`config.mk`:
```
export PLATFORM = sky130hd
export DESIGN_NAME = pc_fetch_flat
export DESIGN_NICKNAME = d
export VERILOG_FILES = /design/src/rtl/mips_defs.sv /design/src/rtl/pc_fetch_if.sv /design/src/rtl/pc_fetch_adder.sv /design/src/rtl/pc_fetch.sv /design/src/flat_wrapper.sv
export SDC_FILE = /design/constraint.sdc
export NUM_CORES = 1
export LEC_CHECK = 0
export ABC_AREA = 1
export BUFFER_PORTS_ARGS = -buffer_cell sky130_fd_sc_hd__buf_2
export CORE_ASPECT_RATIO = 0.6
export CORE_MARGIN = 2
export CORE_UTILIZATION = 55
export CTS_CLUSTER_SIZE = 28
export DETAILED_ROUTE_END_ITERATION = 8
export GPL_TIMING_DRIVEN = 0
export PLACE_DENSITY = 0.87
export RECOVER_POWER = 50
export REMOVE_ABC_BUFFERS = 1
export SLEW_MARGIN = 0
export SYNTH_ARGS = -nofsm -noshare
export SYNTH_HDL_FRONTEND = slang
export SYNTH_SLANG_ARGS = --single-unit
```
`constraint.sdc`:
```
create_clock -name clk -period 4.2 [get_ports clk]
set_input_delay 0.42 -clock clk [delete_from_list [all_inputs] [get_ports clk]]
set_output_delay 0.42 -clock clk [all_outputs]
set_load 0.01 [all_outputs]
```
`src/rtl/mips_defs.sv`:
```
// Shared MIPS front-end definitions: reset vector, PC step and fetch FSM encoding.
package mips_defs;

   localparam logic [31:0] RESET_PC_DEF = 32'hBFC0_0000;
   localparam logic [31:0] PC_STEP      = 32'd4;

   typedef enum logic [1:0] {
      FS_REQ  = 2'd0,
      FS_WAIT = 2'd1,
      FS_HOLD = 2'd2
   } fetch_state_t;

   function automatic logic misaligned(input logic [31:0] addr);
      return addr[1:0] != 2'b00;
   endfunction

endpackage

```
`src/rtl/pc_fetch_if.sv`:
```
// Fetch-stage signal bundle: redirect inputs, instruction bus and decode handoff.
interface pc_fetch_if;

   logic        br_taken;
   logic [31:0] br_target;
   logic        flush;
   logic [31:0] flush_pc;

   logic        inst_req;
   logic [31:0] inst_addr;
   logic        inst_addr_ok;
   logic        inst_data_ok;
   logic [31:0] inst_rdata;

   logic        if_valid;
   logic        if_ready;
   logic [31:0] if_pc;
   logic [31:0] if_inst;
   logic        if_adel;

   modport master (
      input  br_taken, br_target, flush, flush_pc,
      output inst_req, inst_addr,
      input  inst_addr_ok, inst_data_ok, inst_rdata,
      output if_valid, if_pc, if_inst, if_adel,
      input  if_ready
   );

   modport slave (
      output br_taken, br_target, flush, flush_pc,
      input  inst_req, inst_addr,
      output inst_addr_ok, inst_data_ok, inst_rdata,
      input  if_valid, if_pc, if_inst, if_adel,
      output if_ready
   );

endinterface

```
`src/rtl/pc_fetch_adder.sv`:
```
// 32-bit adder used for the sequential PC increment.
module pc_fetch_adder (
   input  logic [31:0] a,
   input  logic [31:0] b,
   output logic [31:0] sum
);

   assign sum = a + b;

endmodule

```
`src/rtl/pc_fetch.sv`:
```
// Instruction fetch: single-outstanding bus requester with a one-entry output buffer.
//
//   state   | meaning
//   --------+---------------------------------------------------------
//   FS_REQ  | request pending for pc (or misaligned pc about to be flagged)
//   FS_WAIT | one request accepted, waiting for data_ok
//   FS_HOLD | fetched word buffered on if_*, waiting for if_ready
module pc_fetch
   import mips_defs::*;
#(
   parameter logic [31:0] RESET_PC = RESET_PC_DEF
) (
   input  logic       clk,
   input  logic       resetn,
   pc_fetch_if.master bus
);

   fetch_state_t state, state_d;
   logic [31:0]  pc, pc_d, pc_plus4;
   logic [31:0]  fetch_pc, fetch_pc_d;
   logic         cancel, cancel_d;
   logic         started;
   logic         if_valid_q, if_valid_d;
   logic [31:0]  if_pc_q, if_pc_d;
   logic [31:0]  if_inst_q, if_inst_d;
   logic         if_adel_q, if_adel_d;
   logic         req;
   logic         redirect;
   logic [31:0]  redirect_pc;

   pc_fetch_adder u_pc_adder (
      .a   (pc),
      .b   (PC_STEP),
      .sum (pc_plus4)
   );

   assign redirect    = bus.flush | bus.br_taken;
   assign redirect_pc = bus.flush ? bus.flush_pc : bus.br_target;

   always_comb begin
      state_d    = state;
      pc_d       = pc;
      fetch_pc_d = fetch_pc;
      cancel_d   = cancel;
      if_valid_d = if_valid_q;
      if_pc_d    = if_pc_q;
      if_inst_d  = if_inst_q;
      if_adel_d  = if_adel_q;
      req        = 1'b0;
      case (state)
         FS_REQ: begin
            // started keeps inst_req low while reset is held and for the release cycle
            if (started) begin
               if (misaligned(pc)) begin
                  if (!redirect) begin
                     if_valid_d = 1'b1;
                     if_pc_d    = pc;
                     if_inst_d  = 32'd0;
                     if_adel_d  = 1'b1;
                     state_d    = FS_HOLD;
                  end
               end else begin
                  req = 1'b1;
                  if (bus.inst_addr_ok) begin
                     fetch_pc_d = pc;
                     pc_d       = pc_plus4;
                     cancel_d   = redirect;
                     state_d    = FS_WAIT;
                  end
               end
            end
         end
         FS_WAIT: begin
            if (bus.inst_data_ok) begin
               cancel_d = 1'b0;
               if (cancel || redirect) begin
                  state_d = FS_REQ;
               end else begin
                  if_valid_d = 1'b1;
                  if_pc_d    = fetch_pc;
                  if_inst_d  = bus.inst_rdata;
                  if_adel_d  = 1'b0;
                  state_d    = FS_HOLD;
               end
            end else if (redirect) begin
               cancel_d = 1'b1;
            end
         end
         FS_HOLD: begin
            if (redirect || bus.if_ready) begin
               if_valid_d = 1'b0;
               state_d    = FS_REQ;
            end
         end
         default: state_d = FS_REQ;
      endcase
      if (redirect) pc_d = redirect_pc;
   end

   always_ff @(posedge clk or negedge resetn) begin
      if (!resetn) begin
         state      <= FS_REQ;
         pc         <= RESET_PC;
         fetch_pc   <= 32'd0;
         cancel     <= 1'b0;
         started    <= 1'b0;
         if_valid_q <= 1'b0;
         if_pc_q    <= 32'd0;
         if_inst_q  <= 32'd0;
         if_adel_q  <= 1'b0;
      end else begin
         state      <= state_d;
         pc         <= pc_d;
         fetch_pc   <= fetch_pc_d;
         cancel     <= cancel_d;
         started    <= 1'b1;
         if_valid_q <= if_valid_d;
         if_pc_q    <= if_pc_d;
         if_inst_q  <= if_inst_d;
         if_adel_q  <= if_adel_d;
      end
   end

   assign bus.inst_req  = req;
   assign bus.inst_addr = pc;
   assign bus.if_valid  = if_valid_q;
   assign bus.if_pc     = if_pc_q;
   assign bus.if_inst   = if_inst_q;
   assign bus.if_adel   = if_adel_q;

endmodule

```
`src/flat_wrapper.sv`:
```
// flat-port wrapper written by rule: the top's interface ports become plain ports
module pc_fetch_flat import mips_defs::*;
#(
   parameter logic [31:0] RESET_PC = RESET_PC_DEF
)
  (clk, resetn, bus_br_taken, bus_br_target, bus_flush, bus_flush_pc, bus_inst_req, bus_inst_addr, bus_inst_addr_ok, bus_inst_data_ok, bus_inst_rdata, bus_if_valid, bus_if_pc, bus_if_inst, bus_if_adel, bus_if_ready);
  pc_fetch_if bus_i ();
  input  logic clk;
  input  logic resetn;
  input wire logic [$bits(bus_i.br_taken)-1:0] bus_br_taken;
  input wire logic [$bits(bus_i.br_target)-1:0] bus_br_target;
  input wire logic [$bits(bus_i.flush)-1:0] bus_flush;
  input wire logic [$bits(bus_i.flush_pc)-1:0] bus_flush_pc;
  output wire logic [$bits(bus_i.inst_req)-1:0] bus_inst_req;
  output wire logic [$bits(bus_i.inst_addr)-1:0] bus_inst_addr;
  input wire logic [$bits(bus_i.inst_addr_ok)-1:0] bus_inst_addr_ok;
  input wire logic [$bits(bus_i.inst_data_ok)-1:0] bus_inst_data_ok;
  input wire logic [$bits(bus_i.inst_rdata)-1:0] bus_inst_rdata;
  output wire logic [$bits(bus_i.if_valid)-1:0] bus_if_valid;
  output wire logic [$bits(bus_i.if_pc)-1:0] bus_if_pc;
  output wire logic [$bits(bus_i.if_inst)-1:0] bus_if_inst;
  output wire logic [$bits(bus_i.if_adel)-1:0] bus_if_adel;
  input wire logic [$bits(bus_i.if_ready)-1:0] bus_if_ready;
  assign bus_i.br_taken = bus_br_taken;
  assign bus_i.br_target = bus_br_target;
  assign bus_i.flush = bus_flush;
  assign bus_i.flush_pc = bus_flush_pc;
  assign bus_inst_req = bus_i.inst_req;
  assign bus_inst_addr = bus_i.inst_addr;
  assign bus_i.inst_addr_ok = bus_inst_addr_ok;
  assign bus_i.inst_data_ok = bus_inst_data_ok;
  assign bus_i.inst_rdata = bus_inst_rdata;
  assign bus_if_valid = bus_i.if_valid;
  assign bus_if_pc = bus_i.if_pc;
  assign bus_if_inst = bus_i.if_inst;
  assign bus_if_adel = bus_i.if_adel;
  assign bus_i.if_ready = bus_if_ready;
  pc_fetch #(.RESET_PC(RESET_PC)) u_core (.clk(clk), .resetn(resetn), .bus(bus_i));
endmodule
```
# Word level (Yosys, flattened, before mapping)
# Cells that the tools add are included.
[word_totals] regBits=134 latchBits=0 ramBits=0 rom_bits=0 inputBits=103 elab_cells=86 n_memories=0
[classes] addsub=1 mul=0 div=0 order_cmp=0 n_eq_ne=14 shift=0 mux=45 bitwise=2 reduce_logical=15
[op_table] cell="$mux 32" n=16
[op_table] cell="$pmux 32 s2" n=2
[op_table] cell="$add 32x3->32 const B" n=1
[op_table] cell="$mux 1" n=16
[op_table] cell="$mux 2" n=7
[op_table] cell="$ne 2x2->1 const B" n=5
[op_table] cell="$reduce_and 5->1" n=2
[op_table] cell="$reduce_bool 2->1" n=5
[op_table] cell="$ne 2x1->1 const B" n=4
[op_table] cell="$reduce_and 4->1" n=2
[op_table] cell="$reduce_and 7->1" n=1
[op_table] cell="$ne 3x2->1 const B" n=2
[op_table] cell="$pmux 2 s3" n=1
[op_table] cell="$reduce_and 6->1" n=1
[op_table] cell="$pmux 1 s2" n=2
[op_table] cell="$ne 3x3->1 const B" n=1
[op_table] cell="$pmux 1 s3" n=1
[op_table] cell="$reduce_bool 3->1" n=1
[op_table] cell="$eq 2x1->1 const B" n=1
[op_table] cell="$eq 2x2->1 const B" n=1
[op_table] cell="$logic_not 2->1" n=1
[op_table] cell="$logic_or 1x1->1" n=2
[op_table] cell="$not 1->1" n=1
[op_table] cell="$or 1x1->1" n=1

# Logic depth before layout (Yosys ltp)
[logic_depth] word_depth=6 ltp_mapped=10 mapped_depth_nobuf=9

# Cells and area by module
# A second synthesis with hierarchy kept.
[hier_totals] hier_cells=1316 hier_area_um2=8778.4
[modules_own_cells] mod="pc_fetch" n_inst=1 cells_each=822 area_each_um2=6444.9
[modules_own_cells] mod="pc_fetch_adder" n_inst=1 cells_each=494 area_each_um2=2333.5

# Worst setup path after synthesis
# No wires, ideal clock.
[synth_timing] kind="register to register" from="reg u_core.state[1]" to="reg u_core.pc[9], in the netlist u_core.bus.inst_addr[9]" t_arrival_ps=1500 required_time_ps=4079 path_slack_ps=2579 path_stages_with_launch=8 cell_sequence="dfrtp_1 > nor2_1 > nand2_2 > nor2_1 > nand2_2 > buf_2 > o211ai_1 > nand2_1"
[synth_via] elab_chain_len=3
[synth_lines] element="start: declaration" line_no="pc_fetch.sv:18" rtl="fetch_state_t state, state_d;"
[synth_lines] element="start signal: assignment" line_no="pc_fetch.sv:112" rtl="state <= state_d;"
[synth_lines] element="$logic_not 2->1" line_no="pc_fetch.sv:50" rtl="case (state)"
[synth_lines] element="$reduce_bool 2->1 (no line)"
[synth_lines] element="$reduce_and 4->1 (no line)"
[synth_lines] element="end signal: assignment" line_no="pc_fetch.sv:113" rtl="pc <= pc_d;"
[synth_lines] element="end: declaration" line_no="pc_fetch.sv:19" rtl="logic [31:0] pc, pc_d, pc_plus4;"
# No other way between the ends.
# A chain may end at the register's enable or synchronous reset.

# Worst setup path in the final report
[layout_timing] from="in bus_flush" to="reg u_core.if_inst_q[25], in the netlist u_core.bus.if_inst[25]"
[layout_via] elab_chain_len=4
[layout_lines] element="start: declaration" line_no="flat_wrapper.sv:12" rtl="input wire logic [$bits(bus_i.flush)-1:0] bus_flush;"
[layout_lines] element="$or 1x1->1 *" line_no="pc_fetch.sv:37" rtl="assign redirect = bus.flush | bus.br_taken;"
[layout_lines] element="$logic_or 1x1->1" line_no="pc_fetch.sv:76" rtl="if (cancel || redirect) begin"
[layout_lines] element="$ne 2x2->1 (no line)"
[layout_lines] element="$reduce_and 6->1 (no line) *"
[layout_lines] element="end signal: assignment" line_no="pc_fetch.sv:119" rtl="if_inst_q <= if_inst_d;"
[layout_lines] element="end: declaration" line_no="pc_fetch.sv:25" rtl="logic [31:0] if_inst_q, if_inst_d;"
# Mark *: on every way between the ends. The rest lies on a longest branch, timed or not.

==> reports/qor.yml <==
synth:
  synth_largest_area_cell: "dfrtp_1"
  synthArstFlopShare_pct: 100.0
  ys.flop_type: "dfrtp_1"
  syn_area_per_cell_um2: 7.462
  synth.area.top_cells: "dfrtp_1 47%, nand2_1 17%, nor2_1 8.8%, o21ai_0 3.8%, dfstp_2 3.6%"
  synth_edf_count: 0
  netlist_instances: 891
  synth_cell_types: 35
  synth-seq-cells: 134
  yosysWarnings: 0
  yosys.area.top_type_share_pct: 47.05
  ys_seq_area_share_pct: 50.60
  synth_area_mm2: 0.006649
die:
  fp.coreArea_mm2: 0.01191
  die_w_um: 145.9
  io_pins: 202
  dieHeight_um: 89.17
  rows: 31
  initial_core_util_pct: 55.84
  dieArea_mm2: 0.01301
outcome:
  outcome: "finished with violations"
  violations: "max-capacitance violations, max-slew violations"
sta:
  fin_ws_ns: 1.082
  period_needed_ns: 3.118
  final_hold_viol_count: 0
  max_freq_mhz: 320.7
  worst_pin_slew_ns: 3.146
  whs_ns: 0.1904
  fin_worst_skew_ns: 0.009882
  post-route-period-util_pct: 74.24
  finalMaxSlewViolations: 66
  setup_viol_count_final: 0
  maxSlewHeadroom_pct: -109.7
  rsz0062_at_grt: "false"
  tns_ns: 0
detailed_routing:
  wl_um: 19240
  vias: 6661
  route.met3.wl_um: 1709
  wl_met1_um: 8997
  top_layer_used: "met4"
  drt_iter0_drc: 699
  drc: 0
  wl_met2_um: 8183
  dr.pass1.iters: 6
  ant_nets: 0
  wl_per_cell_um: 15.42
  viasPerCell: 5.337
worst_setup_path:
  r2r_slack_ns: 1.11
  reg2reg_from: "u_core.state[0]$_DFFE_PN0P_"
  end_kind: "flip-flop"
  path_buf_inv: 2
  crit_path_start_kind: "input port"
  slowest_stage: "nor2_2"
  endpoint: "u_core.bus.if_inst[25]$_DFFE_PN0P_"
  cp_data_arrival_time_ns: 3.47
  critPathRequiredTime_ns: 4.55
  crit_chain: "buf_2 -> nor2_8 -> nand2_1 -> clkinv_1 -> nand4_4 -> nor2_2 -> nand2_1 -> nand2_1"
  crit_path_max_fanout: 35
  crit_path_start: "bus_flush"
  cpMostUsedCell: "nand2_1"
  worst_r2r_endpoint: "u_core.bus.if_pc[1]$_DFFE_PN0P_"
  worstSetupPathType: "in2reg"
  crit_path_max_incr_delay_ns: 1.17
  cp_num_cells: 8
  cp_top_family: "simple AND/OR/NAND/NOR gates"
  reg2reg_depth: 7
final_layout:
  drive_above_1_share_pct: 18.93
  nNetsFinal: 1174
  nFillCells: 1011
  multi_input_comb_area_mm2: 0.002908
  final_common_cell: "nand2_1"
  final_cell_mix: "308 x nand2_1, 155 x nor2_1, 151 x buf_2, 125 x dfrtp_1"
  layout.cells.non_filler: 1248
  regArea_mm2: 0.003364
  postLayoutCoreUtil_pct: 69.22
  final_cell_area_mm2: 0.008243
  antenna_cells: 0
  area_delta_synth_final_pct: 23.97
clock_network:
  clockBufferDepth: 2
  htreeDepth: 4
  cts_setup_buffers: 0
  cts_tree: "built"
  worstSkewPairLatency_ns: 0.42
  cts_hold_buf: 0
  cts_root_buf: "clkbuf_16"
  cts_resized: 0
  numClockSinks: 134
  cts-buffers-inserted: 17
  path_clk_slew_ns: 0.06
place:
  dpl.cell_count: 1216
  hpwl_um: 12710
  place.gp.congestion: 0.8809
  portBuffers: 201
  placement.cell_area_mm2: 0.007710
  place_ws_ns: 0.6140
flow_run:
  cap_viol_max_count: 1
hold_path:
  hold_class: "in2reg"
global_route:
  grt_max_degree: 70
  grt_use_total_pct: 29.90
  antenna_found_initial: 0
  grt_pass1_wl_um: 30330
  grt-ovfl-total: 0
  grt_pass1_vias: 5852
power_and_ir_drop:
  power.leakage_nw: 4.175
  vdd_ir_drop_max_mv: 0.3234
  p_total_mw: 4.226
  p_per_area_mw_per_mm2: 512.7
==> cell usage after synthesis, types with 3 or more instances <==
master	n
nor2_1	156
buf_2	15
buf_4	3
a21oi_1	43
a22oi_1	6
o211ai_1	3
nand2_1	308
nand2_2	3
inv_1	48
a31oi_1	33
o21ai_0	50
nand3_1	40
buf_1	3
dfstp_2	9
dfrtp_1	125
clkbuf_1	21
==> flip-flops by register name (all words and copies together) (netlist names) <==
name,count
u_core.fetch_pc,32
u_core.bus.if_pc,32
u_core.bus.if_valid,1
u_core.cancel,1
u_core.started,1
u_core.bus.if_adel,1
u_core.bus.if_inst,32
u_core.bus.inst_addr,32
u_core.state,2
==> kinds of logic after synthesis <==
family	after synthesis	synth area share, %
AOI/OAI and AO/OA	143	12.04
xor gates and xnor gates	2	0.2635
adders and majority gates	1	0.1882
buffers and inverters	93	5.702
DFF	134	50.60
other	1	0.05640
and+or+nand+nor	517	31.14
==> metal layers <==
layer	global-route usage, %	vias to the layer above
li1	-	3219
met1	45.02	3122
met2	43.14	297
met3	6.224	23
met4	10.78	0
met5	0	-
==> power by group <==
group | internal (mW) | switching [mW] | total, mW
logic | 0.342 | 0.551 | 0.894
registers | 1.61 | 0.227 | 1.83
clock network | 0.920 | 0.580 | 1.50
==> how the worst min path moves through the flow <==
| stage | cells after the start | end | from | slack, ns |
|---|---|---|---|---|
| 2_1_floorplan | 0 | u_core.bus.if_adel$_DFFE_PN0P_ | resetn | 0.12 |
| 3_3_place_gp | 2 | u_core.bus.if_inst[20]$_DFFE_PN0P_ | u_core.bus.if_inst[20]$_DFFE_PN0P_ | 0.46 |
| 3_5_place_dp | 1 | u_core.bus.if_pc[8]$_DFFE_PN0P_ | resetn | 0.45 |
| 4_1_cts | 1 | u_core.bus.if_pc[8]$_DFFE_PN0P_ | resetn | 0.01 |
| 5_1_grt | 3 | u_core.bus.if_inst[26]$_DFFE_PN0P_ | bus_inst_rdata[26] | 0.21 |
| 6_report | 3 | u_core.bus.if_inst[4]$_DFFE_PN0P_ | bus_inst_rdata[4] | 0.19 |
==> tightest hold or removal path: stages <==
cell and delay [ns]:
buf_2 0.07, nand2_1 0.04, nand2_1 0.04
==> final cells by class <==
class	instances	area share, %
clock buffers	21	5.707
repair buffers	202	11.85
well taps	165	2.505
inverters	51	2.322
multi-input cells	664	35.28
flip-flops and latches	134	40.82
clock inverters	11	1.518
(Power assumes the default switching activity.)
